`src/rtl/mux7_pkg.sv`:
```
// Shared constants and index helper for the 7-channel round-robin collector.
package mux7_pkg;

  localparam int unsigned NCH       = 7;
  localparam int unsigned SEL_W     = 3;
  localparam int unsigned WIDTH_DEF = 13;

  // Last-grant pointer at reset: channel 0 is searched first.
  localparam logic [SEL_W-1:0] PTR_RST = 3'd6;

  // Modulo-7 successor; index 7 is never a valid channel.
  function automatic logic [SEL_W-1:0] next_idx(input logic [SEL_W-1:0] i);
    return (i == 3'd6) ? 3'd0 : SEL_W'(i + 3'd1);
  endfunction

endpackage

```
`src/rtl/rr_arbiter7.sv`:
```
// Combinational 7-way round-robin arbiter: first requester after ptr, modulo 7.
module rr_arbiter7
  import mux7_pkg::*;
(
  input  logic [NCH-1:0]   req,
  input  logic [SEL_W-1:0] ptr,
  input  logic             en,
  output logic [NCH-1:0]   gnt_onehot,
  output logic [SEL_W-1:0] gnt_idx,
  output logic             any
);

  logic             found;
  logic [SEL_W-1:0] cand;

  // Walk ptr+1 .. ptr+7 (wrapping 6 -> 0) and keep the first hit.
  always_comb begin
    found      = 1'b0;
    cand       = ptr;
    gnt_idx    = '0;
    gnt_onehot = '0;
    any        = |req;
    for (int k = 0; k < int'(NCH); k++) begin
      cand = next_idx(cand);
      if (!found && req[cand]) begin
        found   = 1'b1;
        gnt_idx = cand;
      end
    end
    if (en && found) begin
      gnt_onehot = NCH'(1) << gnt_idx;
    end
  end

endmodule

```
`src/rtl/mux7_rr_collector.sv`:
```
// Merges seven valid/ready channels into one registered, channel-tagged stream.
module mux7_rr_collector
  import mux7_pkg::*;
#(
  parameter int unsigned WIDTH = WIDTH_DEF
) (
  input  logic                 clk,
  input  logic                 rst_n,
  input  logic [NCH-1:0]       in_valid,
  input  logic [NCH*WIDTH-1:0] in_data,
  output logic [NCH-1:0]       in_ready,
  output logic                 out_valid,
  input  logic                 out_ready,
  output logic [WIDTH-1:0]     out_data,
  output logic [SEL_W-1:0]     out_sel
);

  logic             out_valid_q, out_valid_d;
  logic [WIDTH-1:0] out_data_q,  out_data_d;
  logic [SEL_W-1:0] out_sel_q,   out_sel_d;
  logic [SEL_W-1:0] ptr_q,       ptr_d;

  logic             load_c;
  logic             any_c;
  logic [SEL_W-1:0] gnt_idx_c;
  logic [NCH-1:0]   gnt_onehot_c;
  logic [WIDTH-1:0] chan_data_c [NCH];

  // Output register is free when empty or being drained this cycle.
  assign load_c = !out_valid_q || out_ready;

  rr_arbiter7 u_arb (
    .req        (in_valid),
    .ptr        (ptr_q),
    .en         (load_c && rst_n),
    .gnt_onehot (gnt_onehot_c),
    .gnt_idx    (gnt_idx_c),
    .any        (any_c)
  );

  assign in_ready = gnt_onehot_c;

  always_comb begin
    for (int i = 0; i < int'(NCH); i++) begin
      chan_data_c[i] = in_data[i*WIDTH +: WIDTH];
    end
  end

  // Next-state: transfer, drain, or hold on stall.
  always_comb begin
    out_valid_d = out_valid_q;
    out_data_d  = out_data_q;
    out_sel_d   = out_sel_q;
    ptr_d       = ptr_q;
    if (load_c) begin
      if (any_c) begin
        out_valid_d = 1'b1;
        out_data_d  = chan_data_c[gnt_idx_c];
        out_sel_d   = gnt_idx_c;
        ptr_d       = gnt_idx_c;
      end else begin
        out_valid_d = 1'b0;
      end
    end
  end

  always_ff @(posedge clk) begin
    if (!rst_n) begin
      out_valid_q <= 1'b0;
      out_data_q  <= '0;
      out_sel_q   <= '0;
      ptr_q       <= PTR_RST;
    end else begin
      out_valid_q <= out_valid_d;
      out_data_q  <= out_data_d;
      out_sel_q   <= out_sel_d;
      ptr_q       <= ptr_d;
    end
  end

  assign out_valid = out_valid_q;
  assign out_data  = out_data_q;
  assign out_sel   = out_sel_q;

endmodule

```
`config.mk`:
```
export PLATFORM = sky130hd
export DESIGN_NAME = mux7_rr_collector
export DESIGN_NICKNAME = d
export VERILOG_FILES = /design/src/rtl/mux7_pkg.sv /design/src/rtl/rr_arbiter7.sv /design/src/rtl/mux7_rr_collector.sv
export SDC_FILE = /design/constraint.sdc
export NUM_CORES = 1
export LEC_CHECK = 0
export BUFFER_PORTS_ARGS = -buffer_cell sky130_fd_sc_hd__buf_2
export CAP_MARGIN = 10
export CORE_ASPECT_RATIO = 1.1
export CORE_MARGIN = 10
export CORE_UTILIZATION = 47
export CTS_CLUSTER_DIAMETER = 120
export CTS_CLUSTER_SIZE = 30
export DETAILED_ROUTE_END_ITERATION = 7
export GPL_TIMING_DRIVEN = 0
export PLACE_DENSITY = 0.94
export SLEW_MARGIN = 40
export SYNTH_ARGS = -nofsm -noshare
export SYNTH_HDL_FRONTEND = slang
export SYNTH_SLANG_ARGS = --single-unit
```
`constraint.sdc`:
```
create_clock -name clk -period 6.3 [get_ports clk]
set_clock_uncertainty 0.05 [all_clocks]
set_input_delay 1.26 -clock clk [delete_from_list [all_inputs] [get_ports clk]]
set_output_delay 1.26 -clock clk [all_outputs]
set_load 0.03 [all_outputs]
```
# Yosys cells after proc, flatten, opt, wreduce, memory -nomap -nowiden
# Cells that the tools add are included.
[totals]
ff_bits = 20
in_bits = 101
[op_classes]
n_lt_le_gt_ge = 8
n_reduce_logical = 18
n_eq_ne = 7
addsub = 7
muxes = 40
bitwise_logic = 1
shifts = 1
[op_table]
columns = ["cell", "count"]
rows = [
  ["3-bit two-way mux", 14],
  ["13-bit binary-select mux with 3-bit select", 1],
  ["3-bit by 4-bit less-than comparator with 1-bit output (second input constant)", 7],
  ["13-bit two-way mux", 2],
  ["3-bit by 1-bit adder with 3-bit output (second input constant)", 7],
  ["1-bit binary-select mux with 3-bit select", 7],
  ["3-bit equality test (second input constant)", 7],
  ["1-bit two-way mux", 15],
  ["1-bit logical AND", 8],
  ["1-bit logical NOT", 7],
  ["7-bit two-way mux", 1],
  ["7-bit OR reduction", 1],
  ["1-bit by 3-bit << shifter with 7-bit output (first input constant)", 1],
  ["4-bit greater-or-equal comparator (second input constant)", 1],
  ["3-bit NOT with 4-bit output", 1],
  ["2-bit AND reduction", 1],
  ["1-bit logical OR", 1],
]

# Longest topological paths before layout
[depth]
ltp_word = 27
mapped_depth = 15

# By module
# From an unflattened synthesis, not the netlist that was laid out.
[unflattened]
cells_unflattened = 333
hier_area_um2 = 2696.3
[by_module_without_submodules]
columns = ["module", "cells_per_inst", "n_inst", "area_per_inst_um2", "seq_area_each_um2"]
rows = [
  ["mux7_rr_collector", 180, 1, 1566.5, 380.4],
  ["rr_arbiter7", 153, 1, 1129.8, 0.0],
]

# Worst setup path after synthesis
# No wires, ideal clock.
[synth_timing]
kind = "in2out"
startpoint = "in in_valid[3]"
endpoint = "out in_ready[1]"
arrival_time_ns = 4.308
n_path_buf = 3
slack_ns = 0.682
cell_stages = 10
path_cell_list = "clkbuf_1 > mux2_2 > mux4_2 > or2_4 > a21o_4 > o32a_4 > or4b_1 > buf_2 > buf_6 > nor2_1"
[synth_between]
elab_chain_len = 23
[synth_lines]
columns = ["item", "line_no", "rtl"]
rows = [
  ["start: declaration", "mux7_rr_collector.sv:9", "input logic [NCH-1:0] in_valid,"],
  ["1-bit binary-select mux with 3-bit select", "rr_arbiter7.sv:25", "if (!found && req[cand]) begin"],
  ["1-bit two-way mux (implied by the code)", "rr_arbiter7.sv:25", ""],
  ["1-bit two-way mux", "rr_arbiter7.sv:25", ""],
  ["1-bit logical NOT", "rr_arbiter7.sv:25", ""],
  ["1-bit logical AND", "rr_arbiter7.sv:25", ""],
  ["1-bit two-way mux", "rr_arbiter7.sv:25", ""],
  ["1-bit logical NOT", "rr_arbiter7.sv:25", ""],
  ["1-bit logical AND", "rr_arbiter7.sv:25", ""],
  ["[... 7 more ...]", "n/a", ""],
  ["1-bit logical NOT", "rr_arbiter7.sv:25", ""],
  ["1-bit logical AND", "rr_arbiter7.sv:25", ""],
  ["1-bit two-way mux", "rr_arbiter7.sv:25", ""],
  ["1-bit logical NOT", "rr_arbiter7.sv:25", ""],
  ["1-bit logical AND", "rr_arbiter7.sv:25", ""],
  ["3-bit two-way mux / 1-bit two-way mux (equally long branches)", "rr_arbiter7.sv:25", ""],
  ["1-bit by 3-bit << shifter with 7-bit output / 1-bit logical AND (equally long branches)", "rr_arbiter7.sv:31, rr_arbiter7.sv:30", ""],
  ["7-bit two-way mux (*)", "rr_arbiter7.sv:30", "if (en && found) begin"],
  ["end: declaration", "mux7_rr_collector.sv:11", "output logic [NCH-1:0] in_ready,"],
]
# Mark *: on every way between the ends. The rest lies on a longest branch, timed or not. The select of a mux whose other input is x is not followed.

# Worst setup path in the final report
[layout_timing]
startpoint = "in in_valid[4]"
endpoint = "out in_ready[5]"
# Same word-level chain as after synthesis.

==> flow_summary.toml <==
[timing]
fmaxAchievable_ghz = 0.169
finalHoldWorstSlack_ns = 0.451
maxSlewViolCount = 0
final_setup_violation_count = 0
rsz0062_at_grt = "false"
max_slew_margin = 0.475
min_period_over_period = 0.937
post-route-min-period_ns = 5.91
finalSetupTns_ns = 0
final-hold-violation-count = 0
timing_worst_slew_pin_value_ns = 0.781

[clock_network]
cts_made_buffers = 3
clk_root_buffer_cell = "sky130_fd_sc_hd__clkbuf_8"
htreeDepth = 1
clk_path_buf_depth = 2
path_clk_slew_ns = 0.07
number_of_clock_sinks_seen_by_cts = 19
post-cts-setup-buffers = 0
clk_latency_ns = 0.26
post_cts_sizing = 0
cts_tree = "built"
cts.hold.buffers_added = 0

[finish]
mostFrequentLayoutCells = "sky130_fd_sc_hd__buf_2, sky130_fd_sc_hd__mux2i_1, sky130_fd_sc_hd__nand2_1"
filler_cell_count = 421
area.sequential_um2 = 380
drive_above_1_share = 0.388
layout.cells.most_common = "sky130_fd_sc_hd__buf_2"
multiInputGateArea_mm2 = 0.00193
area_growth_pct = 29.5
layout.core_utilization = 0.635
design.final.nets = 545
antenna_cells_inserted = 0

[critical_path]
setup.worst_path.end_class = "output port"
cp_data_arrival_time_ns = 4.60
cpMaxStageDelayCell = "sky130_fd_sc_hd__a2111oi_0"
worstSetupPathType = "in -> out"
start_kind = "input port"
critPathLaunch = "in_valid[4]"
biggest_fanout_along_the_worst_timing_path = 10
cpMostUsedCell = "sky130_fd_sc_hd__buf_2"
critical_path.cell_chain = "buf_2 > clkbuf_1 > mux2i_1 > mux4_2 > nand2_1 > a211oi_2 > a2111oi_0 > nand2b_1 > nor3b_2 > buf_2 > buf_2"
slowest_delay_ns = 0.71
r2r-start = "ptr_q[1]"
cp.required_ns = 4.99

[routing]
routed_via_density = 6.51
num_vias = 3264
routed_wire_length_per_instance_um = 21.0
detail-route-antenna-nets = 0
postRouteWirelength_um = 10500
firstDrtPassIters = 5
route.detailed.drc = 0
drt_iter0_markers = 432

[grt]
grt_pass1_wl_um = 15900
grt_overflow = 0
grt_pass1_vias = 3444
grt_antenna_before_repair = 0
global_route.usage.total = 0.228
grt_max_degree = 11

[yosys]
synth.yosys.warnings = 0
number_of_enable_flip_flop_cells_after_synthesis = 0
ys_async_sr_fraction = 0
synth_cells = 316
synthesis.area_per_instance_um2 = 7.87
seq_area_frac_synth = 0.153
postSynthNetCount = 417
synth.ff_latch_count = 19
synth_flop_cell = "sky130_fd_sc_hd__dfxtp_1"
synth.distinct_cells = 57
netlist_area_before_placement_mm2 = 0.00249

[floorplan]
fp.dieW_um = 89.3
fp.dieArea_mm2 = 0.00860
die_height_um = 96.3
boundaryPins = 125
core_area_mm2 = 0.00507
placementRows = 27
initial_core_util = 0.491

[placed_design]
routabilityCongestion = 0.970
dp_hpwl_um = 8420
place.port_buffers = 123

[power]
pwr_density_cell_mw_per_mm2 = 548
leakagePower_nw = 1.49
vdd_ir_drop_max_mv = 0.281

[min_path]
holdCritStartpoint = "out_sel[2]"
hp-class = "reg -> reg"

[status]
result_of_the_run = "completed"

[run]
count_of_maximum_capacitance_violations = 0
==> sequential cells by signal, indices dropped and copies added, names as in the netlist <==
signal / flops
ptr_q: 2
out_valid: 1
out_data: 13
out_sel: 3
==> critical path: cells and delay by family <==
kind                   cells  cell delay, ns
AO/OA/AOI/OAI              2            0.81
buffers and inverters      4            1.01
multiplexers               2            0.79
AND/OR/NAND/NOR            3            0.71
==> cell families (layout without fill, tap and decap cells) <==
kind of cell | count (synthesis) | count (layout) | share of synthesized area
buffers and inverters | 37 | 164 | 0.0700
and+or+nand+nor | 99 | 99 | 0.202
AOI/OAI and AO/OA | 109 | 109 | 0.330
DFF | 19 | 19 | 0.153
muxes | 51 | 51 | 0.242
xor gates and xnor gates | 1 | 1 | 0.00352
==> final cells by class <==
type / instances / share of cell area
flip-flops and latches: 19 / 0.118
plain buffers: 29 / 0.0447
repair buffers: 123 / 0.191
multi-input cells: 260 / 0.600
clock buffers: 4 / 0.0140
inverters: 8 / 0.00933
well taps: 58 / 0.0225
==> cells in the mapped netlist, drive strengths merged (4+ instances only) <==
cell	instances	area (um^2)
a21oi	24	150
a22o	14	123
a22oi	7	52.6
buf	13	83.8
clkbuf	16	60.1
dfxtp	19	380
inv	8	30.0
mux2	9	105
mux2i	36	360
mux4	6	135
nand2	33	124
nand2b	6	37.5
nor2	19	71.3
nor2b	7	43.8
nor3	5	25.0
o21ai	11	55.1
o22ai	16	100
o31ai	4	30.0
or3	15	93.8
==> metal layers <==
layer  routed length, um  vias to the layer above  global-route usage
met3                 968                       42              0.0558
met2                5410                      262               0.394
li1                    -                     1457                   -
met1                3820                     1503               0.257
met5                   0                        -                   0
met4                 312                        0               0.110
==> where the power goes <==
part           switching, W  internal (W)
clock             0.0000440     0.0000451
sequential        0.0000293      0.000170
combinational      0.000896      0.000581
total              0.000969      0.000796
==> path summary, 6_finish.rpt <==
check | endpoint | slack (ns) | cells past startpoint
setup / recovery | in_ready[5] | 0.39 | 11
hold / removal | out_sel[2] | 0.45 | 2
setup reg to reg | out_data[4] | 2.31 | 11
hold reg to reg | out_sel[2] | 0.45 | 2
==> through the flow <==
stage / instances / cell area [um^2] / power (W) / setup WS (ns)
after detailed placement: 497 / 3170 / 0.00164 / 0.499
after global placement: 497 / 3170 / 0.00161 / 0.522
after floorplan: 316 / 2490 / 0.00130 / 0.682
after CTS: 501 / 3220 / 0.00173 / 0.475
after global routing: 501 / 3220 / 0.00187 / 0.238
final: 501 / 3220 / 0.00176 / 0.394
No activity file was read; power rests on OpenSTA's default activity.
